## config.mk

```make
export PLATFORM = sky130hd
export DESIGN_NAME = apb_reg_slave
export DESIGN_NICKNAME = d
export VERILOG_FILES = /design/src/rtl/apb_reg_slave.sv
export SDC_FILE = /design/constraint.sdc
export NUM_CORES = 1
export LEC_CHECK = 0
export CORE_ASPECT_RATIO = 1.4
export CORE_MARGIN = 8
export CORE_UTILIZATION = 50
export DETAILED_ROUTE_END_ITERATION = 8
export PLACE_DENSITY = 0.85
export RECOVER_POWER = 50
export SLEW_MARGIN = 10
export SYNTH_ARGS = -nofsm -noshare
export SYNTH_HDL_FRONTEND = slang
export SYNTH_SLANG_ARGS = --single-unit
```

## constraint.sdc

```tcl
create_clock -name clk -period 3.45 [get_ports clk]
set_input_delay 0.5175 -clock clk [delete_from_list [all_inputs] [get_ports clk]]
set_output_delay 0.5175 -clock clk [all_outputs]
set_load 0.005 [all_outputs]
```

## src/rtl/apb_reg_slave.sv

```systemverilog
// APB completer: a window of NUM_REGS read/write registers plus one read-only status word.
// Define APB_SLAVE_WAIT_EN to insert WAIT_CYCLES wait states before each access completes.
module apb_reg_slave #(
  parameter logic [15:0] BASE_ADDR   = 16'h0040,
  parameter int          NUM_REGS    = 8,
  parameter int          WAIT_CYCLES = 2,
  localparam int         IDX_W       = $clog2(NUM_REGS)
) (
  input  logic                     clk,
  input  logic                     reset,
  input  logic [15:0]              paddr,
  input  logic                     pwrite,
  input  logic                     psel,
  input  logic                     penable,
  input  logic [15:0]              pwdata,
  output logic [15:0]              prdata,
  output logic                     pready,
  input  logic [15:0]              status_in,
  output logic [16*NUM_REGS-1:0]   reg_q,
  output logic                     wr_strobe,
  output logic [IDX_W-1:0]         wr_index
);

  localparam logic [15:0] NUM_REGS_W = 16'(NUM_REGS);

  typedef enum logic [1:0] {
    S_IDLE   = 2'd0,
    S_ACCESS = 2'd1,
    S_WAIT   = 2'd2
  } state_t;

  state_t state_q, state_d;

  logic [15:0]      offset;
  logic             hit_reg;
  logic             hit_status;
  logic [IDX_W-1:0] dec_idx;
  logic [15:0]      rd_data;
  logic             setup;
  logic             access;
  logic             commit;

  logic [IDX_W-1:0] idx_q, idx_d;
  logic             write_q, write_d;
  logic             is_reg_q, is_reg_d;
  logic [15:0]      prdata_q, prdata_d;
  logic             pready_q, pready_d;
  logic             wr_strobe_q, wr_strobe_d;
  logic [IDX_W-1:0] wr_index_q, wr_index_d;
  logic [15:0]      regs_q [NUM_REGS];
  logic [15:0]      regs_d [NUM_REGS];
`ifdef APB_SLAVE_WAIT_EN
  logic [3:0]       cnt_q, cnt_d;
`endif

  assign setup  = psel & ~penable;
  assign access = psel & penable;

  // Addresses below the base wrap to large offsets and fall into the unmapped range.
  assign offset     = paddr - BASE_ADDR;
  assign hit_reg    = offset < NUM_REGS_W;
  assign hit_status = offset == NUM_REGS_W;
  assign dec_idx    = offset[IDX_W-1:0];

  always_comb begin
    rd_data = 16'h0000;
    if (hit_reg) begin
      rd_data = regs_q[dec_idx];
    end else if (hit_status) begin
      rd_data = status_in;
    end
  end

  assign commit = (state_q == S_ACCESS) & access & write_q & is_reg_q;

  // State register
  always_ff @(posedge clk) begin
    if (reset) begin
      state_q <= S_IDLE;
    end else begin
      state_q <= state_d;
    end
  end

  // Next-state logic
  always_comb begin
    state_d = state_q;
    case (state_q)
      S_IDLE: begin
        if (setup) begin
`ifdef APB_SLAVE_WAIT_EN
          state_d = S_WAIT;
`else
          state_d = S_ACCESS;
`endif
        end
      end
      // ACCESS always lasts one cycle, so pready can never be high twice in a row.
      S_ACCESS: state_d = S_IDLE;
`ifdef APB_SLAVE_WAIT_EN
      S_WAIT: begin
        if (!psel) begin
          state_d = S_IDLE;
        end else if (penable && (cnt_q == 4'd1)) begin
          state_d = S_ACCESS;
        end
      end
`endif
      default: state_d = S_IDLE;
    endcase
  end

  // Output and datapath next values
  always_comb begin
    idx_d       = idx_q;
    write_d     = write_q;
    is_reg_d    = is_reg_q;
    prdata_d    = prdata_q;
    pready_d    = (state_d == S_ACCESS);
    wr_strobe_d = commit;
    wr_index_d  = commit ? idx_q : wr_index_q;
    regs_d      = regs_q;
`ifdef APB_SLAVE_WAIT_EN
    cnt_d       = cnt_q;
`endif

    if ((state_q == S_IDLE) && setup) begin
      idx_d    = dec_idx;
      write_d  = pwrite;
      is_reg_d = hit_reg;
      prdata_d = pwrite ? 16'h0000 : rd_data;
`ifdef APB_SLAVE_WAIT_EN
      cnt_d    = 4'(WAIT_CYCLES);
`endif
    end
`ifdef APB_SLAVE_WAIT_EN
    if ((state_q == S_WAIT) && access) begin
      cnt_d = cnt_q - 4'd1;
    end
`endif

    // prdata is only non-zero while a read is in flight.
    if (state_d == S_IDLE) begin
      prdata_d = 16'h0000;
    end

    if (commit) begin
      regs_d[idx_q] = pwdata;
    end
  end

  always_ff @(posedge clk) begin
    if (reset) begin
      idx_q       <= '0;
      write_q     <= 1'b0;
      is_reg_q    <= 1'b0;
      prdata_q    <= 16'h0000;
      pready_q    <= 1'b0;
      wr_strobe_q <= 1'b0;
      wr_index_q  <= '0;
      for (int i = 0; i < NUM_REGS; i++) begin
        regs_q[i] <= 16'h0000;
      end
`ifdef APB_SLAVE_WAIT_EN
      cnt_q       <= 4'd0;
`endif
    end else begin
      idx_q       <= idx_d;
      write_q     <= write_d;
      is_reg_q    <= is_reg_d;
      prdata_q    <= prdata_d;
      pready_q    <= pready_d;
      wr_strobe_q <= wr_strobe_d;
      wr_index_q  <= wr_index_d;
      for (int i = 0; i < NUM_REGS; i++) begin
        regs_q[i] <= regs_d[i];
      end
`ifdef APB_SLAVE_WAIT_EN
      cnt_q       <= cnt_d;
`endif
    end
  end

  for (genvar g = 0; g < NUM_REGS; g++) begin : g_flat
    assign reg_q[16*g +: 16] = regs_q[g];
  end

  assign prdata    = prdata_q;
  assign pready    = pready_q;
  assign wr_strobe = wr_strobe_q;
  assign wr_index  = wr_index_q;

endmodule

```

Yosys cells after proc, flatten, opt, wreduce, memory -nomap -nowiden
Cells that the tools add are included.
W data, S select, Z words.
{"block": "classes", "n_mux": 11, "eq_ne": 3, "n_lt_le_gt_ge": 4, "addsub": 1, "reduce_logical": 5, "bitwise": 8}
{"operator": "$bwmux W128", "count": 1}
{"operator": "$mux W16", "count": 6}
{"operator": "$bmux W16 S3", "count": 1}
{"operator": "$demux W16 S3", "count": 1}
{"operator": "$eq A16 B4 Y1 const B", "count": 1}
{"operator": "$lt A16 B4 Y1 const B", "count": 1}
{"operator": "$sub A16 B7 Y16 const B", "count": 1}
{"operator": "$ge A4 B4 Y1 const B", "count": 2}
{"operator": "$not A3 Y4", "count": 2}
{"operator": "$and A1 B1 Y1", "count": 5}
{"operator": "$eq A2 B1 Y1 const B", "count": 2}
{"operator": "$logic_not A2 Y1", "count": 2}
{"operator": "$lt A4 B1 Y1 const B", "count": 1}
{"operator": "$mux W2", "count": 2}
{"operator": "$logic_and A1 B1 Y1", "count": 2}
{"operator": "$reduce_or A2 Y1", "count": 1}
{"operator": "$not A1 Y1", "count": 1}
{"block": "totals", "input_bits": 53, "wordCells": 48, "regBits": 156, "out_inout_bits": 149}

Logic depth before layout (Yosys ltp)
{"block": "logic_depth", "depth_word": 7, "ltp_mapped": 7}

Worst setup path after synthesis
Ideal clock, no wire load.
{"block": "synth_timing", "path_type": "input-to-reg", "start": "in paddr[1]", "end": "reg prdata_q[0] (netlist: prdata[0])", "t_arrival_ps": 2197, "n_path_buf": 3, "stages": 6, "required_time_ps": 3333, "setup_slack_ps": 1137, "cell_sequence": "buf_2 clkbuf_1 buf_1 mux4_2 mux2_2 a22o_1"}
{"block": "synth_between", "elab_chain_len": 7, "elab_cells_between_ends": 10}
{"item": "start, declared", "line": "11", "source": "input logic [15:0] paddr,"}
{"item": "$sub A16 B7 Y16 *", "line": "60", "source": "assign offset = paddr - BASE_ADDR;"}
{"item": "branches (longest 4 deep; another with $lt A16 B4 Y1)"}
{"item": "$mux W16 *", "line": "67", "source": "if (hit_reg) begin"}
{"item": "$mux W16 *", "line": "131", "source": "prdata_d = pwrite ? 16'h0000 : rd_data;"}
{"item": "end signal, assigned", "line": "171", "source": "prdata_q <= prdata_d;"}
{"item": "end, declared", "line": "46", "source": "logic [15:0] prdata_q, prdata_d;"}
Every way passes the cells marked *. The select of a mux whose other input is x is not followed.
A chain may end at the register's enable or synchronous reset.

Final worst setup path
{"block": "layout_timing", "start": "in penable", "end": "reg prdata_q[15] (netlist: prdata[15])"}
{"block": "layout_between", "elab_chain_len": 6, "elab_cells_between_ends": 7}
{"item": "start, declared", "line": "14", "source": "input logic penable,"}
{"item": "$not A1 Y1 *", "line": "56", "source": "assign setup = psel & ~penable;"}
{"item": "$and A1 B1 Y1 *", "line": "56"}
{"item": "$mux W2", "line": "90", "source": "if (setup) begin"}
{"item": "$mux W2", "line": "88", "source": "case (state_q)"}
{"item": "$logic_not A2 Y1", "line": "143", "source": "if (state_d == S_IDLE) begin"}
{"item": "$reduce_or A2 Y1 (no line)"}
Every way passes the cells marked *; elsewhere a longest branch is shown, timed or not.

==> results.txt <==
* Post-synthesis net count: 793
- Seq cells post-synth: 156
- Most frequent standard cell in the layout excluding fill and tap cells: sky130_fd_sc_hd__nand2_1
- Largest fanout of any net on the critical path: 15
- Worst Setup End Kind: flip-flop
* I/O Buffers: 201
- The die is 151 µm tall.
- Combinational family with the most area after synthesis: simple AND/OR/NAND/NOR gates
* Post-Synth Simple-Gate Area: 0.199
* Number of nets with antenna violations after routing: 0
- In this run, CTS created clock tree buffers numbering 17.
* H-tree levels: 4
* GRT overflow: 0
* Portion of the post-synthesis area used by sequential elements: 0.480
* CP arrival: 2.89 ns
- TritonCTS built the clock tree.
- Setup total negative slack on the finished layout was measured at 0 ns.
- Required time reported for the critical path endpoint: 3.80 ns
- Number of rows created at floorplan: between 40 and 50
- Fraction of synthesized area in multiplexers: 0.141
- Final std cells w/o fill: approximately 1100
- The multi-input combinational cells in the finished layout cover a total of slightly above 3000 µm².
* Xor-xnor portion of the synthesized cell area: 0
- The smallest clock period supported by the final layout is computed as 2.53 ns.
- Clock slew at the register clock pins of the worst setup and hold paths: around 0.06 ns
- The floorplan step defined a die boundary enclosing 17000 µm².
- Average size of a mapped cell: 8.80 µm²
* Buffer levels on the longest clock path: 2
- Number of hold buffers added after CTS: 0
- Resize count post-CTS: 0
- Post-synthesis adder-cell area fraction: 0
- Total setup buffers inserted after CTS: 0
- For this design the static power due to leakage is 0.00353 µW.
* Final net count: 960
* Sequential cell area: 3120 µm²
- The initial utilization of the core area, before any placement, comes to 0.508.
- PwrDens: 419 nW/µm²
- Worst ir drop on vdd: ~0.31 mV
* Share of layout cells above drive strength 1: 0.114
- Counting the fill cells in the layout gives approximately 940.
* Horizontal die dimension: 112 µm
- Remaining max-slew budget at the tightest pin: 0.478
- Detail Placement HPWL: 16300 µm
* Area of the core: approximately 13000 µm²
- Dividing the detail-routed wire length by the instance count gives 21.5 µm.
* Growth of design area from synthesis to finish: 40.0%
* Clock skew: 0.00952 ns
- Number of design-rule violations left by the first detailed-router iteration: 392
- Entering global routing, the biggest net connects 72 pins.
- The routed design has 23100 µm of wire.
* Worst Tran Pin Value: approximately 0.8 ns
* GP Congestion: 0.899
- The first global-routing pass estimated 35000 µm of wire.
* Yosys warns: 0
* Summed instance area of the synthesized netlist: around 6500 µm²
* Run status: finished clean
- Critical path class: primary input to flip-flop
* DRC Markers: 0
- Number of top-level pins: 202
* Worst min path class: primary input to flip-flop
- Setup repair after global routing missed its margin: false
- Number of pins with negative max-slew slack in the final report: 0
- Across every metal layer, demand over resource in global routing totals 0.271.
- The fraction of the mapped netlist area in compound gates is 0.127.
- CTS Sinks: 156
- In the layout the commonest cells are sky130_fd_sc_hd__nand2_1, sky130_fd_sc_hd__dfxtp_1, sky130_fd_sc_hd__dlygate4sd3_1, sky130_fd_sc_hd__a21oi_1, sky130_fd_sc_hd__clkdlybuf4s50_1.
- Across all layers, the routed design uses 6266 vias.
* Insertion delay to the later sink of the worst-skew pair: 0.42 ns
* Root buffer cell: sky130_fd_sc_hd__clkbuf_16
* Placed cell count: 1041
* Distinct cells, synth: 33
* Portion of the clock cycle consumed by the worst path in the final layout: 0.735
* Final Setup Violations: 0
- Antenna violations before repair: 1
- Hold Vio Cnt, Final: 0
* Number of max-capacitance violations reported: 0
* Vias in the first global route: 6343
- For this run, the top clock speed supported by timing is 394 MHz.
- Startpoint types: primary input
- Counting every instance in the synthesized netlist gives 740.
* First-pass DRT Iterations: 5
- Post-detailed-route via-to-cell ratio: slightly below 6
-- path summary, 6_finish.rpt --
check | from | endpoint | slack (ns) | cells after the start
worst min register to register | reg_q[86] | reg_q[86] | 0.47 | 2
worst min-delay path | reset | reg_q[15] | 0.30 | 2
worst max register to register | state_q[0] | prdata[15] | 1.30 | 4
worst max-delay path | penable | prdata[15] | 0.92 | 5
-- worst max-delay path: stages --
cell and delay, ns:
sky130_fd_sc_hd__dlygate4sd3_1 0.58, sky130_fd_sc_hd__or4b_1 0.58, sky130_fd_sc_hd__or3_4 0.39, sky130_fd_sc_hd__nor3_4 0.57, sky130_fd_sc_hd__a22o_1 0.25
-- cell usage after synthesis --
| library cell | instances | area (µm²) |
|---|---|---|
| sky130_fd_sc_hd__or3_4 | 1 | 11.3 |
| sky130_fd_sc_hd__a21o_1 | 1 | 7.51 |
| sky130_fd_sc_hd__clkbuf_1 | 39 | 146 |
| sky130_fd_sc_hd__nor3_1 | 1 | 5.00 |
| sky130_fd_sc_hd__buf_4 | 10 | 75.1 |
| sky130_fd_sc_hd__a22o_1 | 15 | 131 |
| sky130_fd_sc_hd__buf_6 | 2 | 22.5 |
| sky130_fd_sc_hd__nor3_4 | 2 | 32.5 |
| sky130_fd_sc_hd__or4b_1 | 1 | 10.0 |
| sky130_fd_sc_hd__buf_1 | 1 | 3.75 |
| sky130_fd_sc_hd__nand2_1 | 263 | 987 |
| sky130_fd_sc_hd__dfxtp_1 | 156 | 3120 |
| sky130_fd_sc_hd__a21oi_1 | 133 | 666 |
| sky130_fd_sc_hd__inv_1 | 1 | 3.75 |
| sky130_fd_sc_hd__mux2_2 | 15 | 169 |
| sky130_fd_sc_hd__nor2_1 | 9 | 33.8 |
| sky130_fd_sc_hd__nand3_1 | 2 | 10.0 |
| sky130_fd_sc_hd__nand4b_1 | 1 | 8.76 |
| sky130_fd_sc_hd__nor4_1 | 8 | 50.1 |
| sky130_fd_sc_hd__o21ai_0 | 3 | 15.0 |
| sky130_fd_sc_hd__a211oi_1 | 1 | 7.51 |
| sky130_fd_sc_hd__and4_1 | 3 | 26.3 |
| sky130_fd_sc_hd__nor2b_1 | 2 | 12.5 |
| sky130_fd_sc_hd__nand3b_1 | 1 | 7.51 |
| sky130_fd_sc_hd__nand4_1 | 5 | 31.3 |
| sky130_fd_sc_hd__or4_1 | 4 | 30.0 |
| sky130_fd_sc_hd__nor4b_1 | 1 | 8.76 |
| sky130_fd_sc_hd__mux4_2 | 32 | 721 |
| sky130_fd_sc_hd__conb_1 | 1 | 3.75 |
| sky130_fd_sc_hd__mux2i_1 | 3 | 30.0 |
| sky130_fd_sc_hd__buf_2 | 18 | 90.1 |
| sky130_fd_sc_hd__nand2b_1 | 4 | 25.0 |
| sky130_fd_sc_hd__or3_1 | 1 | 6.26 |
-- state kept, by name, indices dropped and copies added (netlist names) --
name	count
state_q	2
pready	1
wr_index	3
reg_q	128
wr_strobe	1
prdata	16
idx_q	3
is_reg_q	1
write_q	1
-- area by class of cell --
| type | instances | share of cell area |
|---|---|---|
| well taps | 153 | 0.0210 |
| multi-input cells | 513 | 0.338 |
| clock buffers | 19 | 0.0475 |
| inverters | 1 | 0.000412 |
| flip-flops and latches | 156 | 0.342 |
| diodes | 1 | 0.000274 |
| clock inverters | 13 | 0.0159 |
| repair buffers | 218 | 0.234 |
-- per-stage QoR --
step                 util  hold WS (ns)  setup WS, ns  total power, µW  cell area, µm²
finish              0.712         0.303         0.915             3820            9120
global route        0.712         0.296         0.850             3930            9120
CTS                 0.712         0.288          1.08             3830            9120
detailed placement  0.667         0.460         0.644             2030            8540
global placement    0.667         0.454         0.714             2030            8540
floorplan               -         0.441          1.14             1940            6510
-- kinds of logic after synthesis --
group | count (synthesis)
other | 1
buffers and inverters | 71
multiplexers | 50
AND/OR/NAND/NOR | 309
AO/OA/AOI/OAI | 153
flip-flops | 156
-- report_power, final --
| part | switching [µW] | internal [µW] |
|---|---|---|
| sequential | 3.58 | 1800 |
| clock | 758 | 1070 |
| combinational | 105 | 79.9 |
| total | 867 | 2950 |
-- metal layers --
metal  up-vias  GRT usage  share of wire
li1       2863          -              -
met1      2991      0.279           0.34
met2       352      0.487           0.52
met3        60     0.0670          0.088
met4         0      0.176          0.046
met5         -          0              0
No activity file was read; power rests on OpenSTA's default activity.
==> variant 1, RTL diff (same flow settings) <==
The option `APB_SLAVE_WAIT_EN` is turned on by a define.
--- a/src/rtl/apb_reg_slave.sv
+++ b/src/rtl/apb_reg_slave.sv
@@ -2,2 +2,4 @@
 // Define APB_SLAVE_WAIT_EN to insert WAIT_CYCLES wait states before each access completes.
+`define APB_SLAVE_WAIT_EN
+
 module apb_reg_slave #(
Formal check against the unedited RTL: not equivalent (Yosys sat finds a counterexample within 4 cycles, from zero or initial values and one cycle with reset high).
==> variant 1 against the unedited design <==
  * The run now ends with max-capacitance violations, max-slew violations left
  * Setup slack lost 300 ps
  * Sequential cell count rose by 4
  * Combinational power increased by 35%
  * Maximum frequency down 11%
  * Wire length is 5.9% higher
  * Hold slack improved by 160 ps
  * First-iteration DRC count increased by 54%
  * Final area increased by 5.4%
  * Synthesized cell count increased by 18%
  * Synthesized area up 7.4%
  * Power is 6.2% higher
  * Largest cell class is now multi-input gates
==> variant 1: results (changes against the unedited design) <==
* Number of different library cells in the post-synthesis netlist at 45 (+36%)
* Leakage power at 3.85 nW (+9.0%)
* Flip-flop and latch count after synthesis at 160 (+2.6%)
* Multi-input gate share of the layout cell area at 35.1% (+1.3 points)
* Number of max-slew violations in the final report at 101 (+101)
* Global-route wire length before repair at 36700 µm (+4.9%)
* Fraction of final layout cells with drive strength greater than 1 at 6.44% (-5.0 points)
* Number of clock buffer instances in the layout at 20 (+1)
* Number of global-route vias before repair at 6754 (+6.5%)
* Commonest cells post-synth: sky130_fd_sc_hd__nand2_1, sky130_fd_sc_hd__dfxtp_1, sky130_fd_sc_hd__a21oi_1
* Clock Skews at 5.00 ps (-4.51 ps)
* Post-place instance area at 0.00901 mm² (+5.4%)
* Antenna violations before repair at 0 (-1)
* HPWL after detailed placement at 17400 µm (+6.8%)
* Violations in the final reports: max-capacitance violations, max-slew violations
* Overall global routing resource usage at 26.5% (-0.67 points)
* Iteration count of the initial detailed-routing pass at 6 (+1)
* Inverters excl. clock at 17 (+16)
* Fill cells at 1120 (+19%)
* WL final at 24500 µm (+5.9%)
* Net Count, Synth at 925 (+17%)
* Arrival time of the worst setup path at 3030 ps (+140 ps)
* Final RePlAce weighted congestion at 0.881 (-2.0%)
* Max Cap Violations at 1 (+1)
* Share of final layout cell area taken by clock buffers and inverters at 6.39% (+0.055 points)
* Area share of buffers outside the clock network at 22.1% (-1.3 points)
* Max stage delay on crit path at 1600 ps (+1020 ps)
* Status: finished with violations
* Fraction of standard cell area that is sequential at 33.3% (-0.91 points)
* DRC marker count from the first detailed-route iteration at 605 (+54%)
* Nets at 1083 (+13%)
* Peak ir drop on the vdd network at 0.358 mV (+14%)
* Maximum fanout along the worst path at 100 (+85)
* Multi-input gates at 614 (+20%)
* DR vias at 6980 (+11%)
* Top area cells in the synthesized netlist: sky130_fd_sc_hd__dfxtp_1, sky130_fd_sc_hd__nand2_1, sky130_fd_sc_hd__a21oi_1
* Maximum number of pins on one net before global-route repair at 101 (+40%)
-- variant 1: final timing paths --
kind | startpoint | to | slack (ps) | cells after the start
worst min-delay path | prdata[5]$_SDFFE_PP0P_ | prdata[5]$_SDFFE_PP0P_ | 460 | 2
worst min register to register | prdata[5]$_SDFFE_PP0P_ | prdata[5]$_SDFFE_PP0P_ | 460 | 2
worst max register to register | state_q[0]$_SDFF_PP0_ | prdata[0]$_SDFFE_PP0P_ | 1170 | 4
worst max-delay path | reset | reg_q[64]$_SDFFE_PP0P_ | 610 | 3
-- variant 1: metal layers --
metal / routed length (µm) / share of wire [%] / track usage [%] / vias up
li1: - / - / - / 3255
met1: 8600 / 35 / 27.3 / 3314
met2: 12800 / 52 / 47.2 / 331
met3: 1780 / 7.3 / 6.66 / 80
met4: 1300 / 5.3 / 15.1 / 0
met5: 0 / 0 / 0 / -
-- variant 1: logic make-up (layout without fill, tap and decap cells) --
logic type | count (synthesis) | after routing | synth area share [%]
compound gates | 187 | 187 | 16.3
xor+xnor | 1 | 1 | 0.125
fa+ha+maj | 2 | 2 | 0.358
buf+inv | 96 | 267 | 6.35
flops | 160 | 160 | 45.8
mux | 65 | 65 | 9.68
simple gates | 359 | 359 | 21.4
-- variant 1: per-stage QoR --
stage,cells,utilization [%],worst slack [ps]
2_1_floorplan,870,-,1130
3_5_place_dp,1194,65.3,453
3_3_place_gp,1194,65.3,506
4_1_cts,1226,69.8,895
6_report,1226,69.7,611
5_1_grt,1226,69.7,468
-- variant 1: power by group --
part | total (mW) | switching, mW | leakage, nW | internal [mW]
combinational | 0.250 | 0.150 | 2.26 | 0.100
sequential | 1.86 | 0.00636 | 1.29 | 1.85
clock | 1.95 | 0.770 | 0.293 | 1.18
total | 4.06 | 0.926 | 3.85 | 3.13
==> variant 2, RTL diff (same settings) <==
Without the edit above. Re-encode `state_t` (3 states) as one-hot, 3 bits wide.
--- a/src/rtl/apb_reg_slave.sv
+++ b/src/rtl/apb_reg_slave.sv
@@ -25,6 +25,6 @@
 
-  typedef enum logic [1:0] {
-    S_IDLE   = 2'd0,
-    S_ACCESS = 2'd1,
-    S_WAIT   = 2'd2
+  typedef enum logic [2:0] {
+    S_IDLE   = 3'b001,
+    S_ACCESS = 3'b010,
+    S_WAIT   = 3'b100
   } state_t;
Behaviour: same outputs for any inputs over 4 cycles, from zero or initial values and one cycle with reset high; so few cycles prove little.
==> variant 2 against the unedited design <==
  * Power shrank 1.9%
  * Final area grew 2.1%
  * Maximum frequency grew 4.4%
  * Via count shrank 14%
  * Sequential cell count grew 1
  * Count of clock-buffer cells in the layout grew 1
  * Setup slack gained 110 ps
  * Synthesized area grew 3.8%
  * Sequential share of layout area shrank 0.50 points
  * Wire length shrank 8.5%
  * Critical endpoint is now reg_q[72]$_SDFFE_PP0P_
  * Highest routed layer unchanged
==> variant 2: results (changes against the unedited design) <==
* HPWL after detailed placement at 15200 µm (-6.5%)
* Register-to-register path setup slack at 1330 ps (+30 ps)
* Global-route wire length before repair at 32600 µm (-6.8%)
* Maximum fanout along the worst path at 16 (+1)
* Hold path endpoint: reg_q[76]$_SDFFE_PP0P_
* Status: complete, no violations
* Post-synthesis async set-or-reset flop share at 0% (unchanged)
* Placement-stage worst setup slack at 687 ps (+42.5 ps)
* Number of different library cells in the post-synthesis netlist at 29 (-12%)
* Commonest cells post-synth: sky130_fd_sc_hd__dfxtp_1, sky130_fd_sc_hd__nor2_1, sky130_fd_sc_hd__mux2i_1
* Antenna violations before repair at 0 (-1)
* Maximum number of pins on one net before global-route repair at 90 (+25%)
* DRC marker count from the first detailed-route iteration at 246 (-37%)
* WL final at 21100 µm (-8.5%)
* Endpoint of the most critical register-to-register path: reg_q[72]$_SDFFE_PP0P_
* Arrival time of the worst setup path at 2690 ps (-200 ps)
* Clock Skews at 12.6 ps (+3.12 ps)
* Tightest Hold Check Type: reg -> reg
* Overall global routing resource usage at 24.3% (-2.9 points)
* Net Switching at 0.838 mW (-3.3%)
* Total clock network power at 1.75 mW (-4%)
* Top area cells in the synthesized netlist: sky130_fd_sc_hd__dfxtp_1, sky130_fd_sc_hd__mux2i_1, sky130_fd_sc_hd__mux4_2
* Number of diodes added for antenna fixing at 0 (-1)
* Heaviest power group: registers
* Startpoint of the tightest hold check path: reg_q[76]$_SDFFE_PP0P_
* Synth Area in Compound Gates at 4.59% (-8.1 points)
* Clock-pin slew on the worst setup and hold paths at 60 ps (about the same)
* Worst-Margin Slew at 1040 ps (+253 ps)
* Leakage power at 3.77 nW (+7.0%)
* Final RePlAce weighted congestion at 0.825 (-8.3%)
* Peak ir drop on the vdd network at 0.332 mV (+6.0%)
* Ratio of routed vias to standard cells at 5.43 (-7.0%)
* Startpoint of the lowest-slack register-to-register path: state_q[2]$_SDFF_PP0_
* Fraction of the yosys area taken by sequential cells at 46.5% (-1.5 points)
* Fraction of final layout cells with drive strength greater than 1 at 13.7% (+2.3 points)
* Fill cells at 1008 (+7.5%)
==> variant 2: cells by family after synthesis <==
group	count (synthesis)
AND/OR/NAND/NOR	200
flip-flops	157
multiplexers	150
buffers and inverters	61
AO/OA/AOI/OAI	50
other	1
==> variant 2: cell type report <==
class	instances	share of cell area (%)
clock inverter	12	1.22
clock buffer	20	4.80
multi-input combinational	401	34.8
tap	182	2.44
sequential	157	33.7
timing repair buffer	217	22.9
inverter	2	0.0806
==> variant 2: routing by layer <==
| layer | track usage, % | vias to the layer above | share of wire (%) |
|---|---|---|---|
| met4 | 11.2 | 0 | 3.2 |
| li1 | - | 2501 | - |
| met1 | 25.1 | 2622 | 36 |
| met5 | 0 | - | 0 |
| met3 | 6.47 | 42 | 7.5 |
| met2 | 44.2 | 214 | 53 |
==> variant 2: metrics by stage <==
stage,hold slack [ps],instance area [µm²],instances
5_1_grt,501,9310,991
3_5_place_dp,467,8770,959
6_report,468,9310,991
3_3_place_gp,455,8770,959
4_1_cts,476,9330,991
2_1_floorplan,463,6760,619
==> variant 2: worst max-delay path, stage by stage <==
cell and delay (ps):
sky130_fd_sc_hd__dlygate4sd3_1 610, sky130_fd_sc_hd__nand4bb_4 350, sky130_fd_sc_hd__or4_1 910, sky130_fd_sc_hd__nand2_1 210, sky130_fd_sc_hd__a21oi_1 80
==> variant 2: worst max path at each step <==
stage                  start                      end  slack (ps)  cells past startpoint
floorplan           paddr[0]  prdata[13]$_SDFFE_PP0P_        1470                      5
global placement        psel   reg_q[73]$_SDFFE_PP0P_         780                      5
detailed placement      psel   reg_q[72]$_SDFFE_PP0P_         690                      5
CTS                     psel    reg_q[0]$_SDFFE_PP0P_        1110                      5
global route            psel   reg_q[64]$_SDFFE_PP0P_         910                      5
finish                  psel   reg_q[72]$_SDFFE_PP0P_        1020                      5
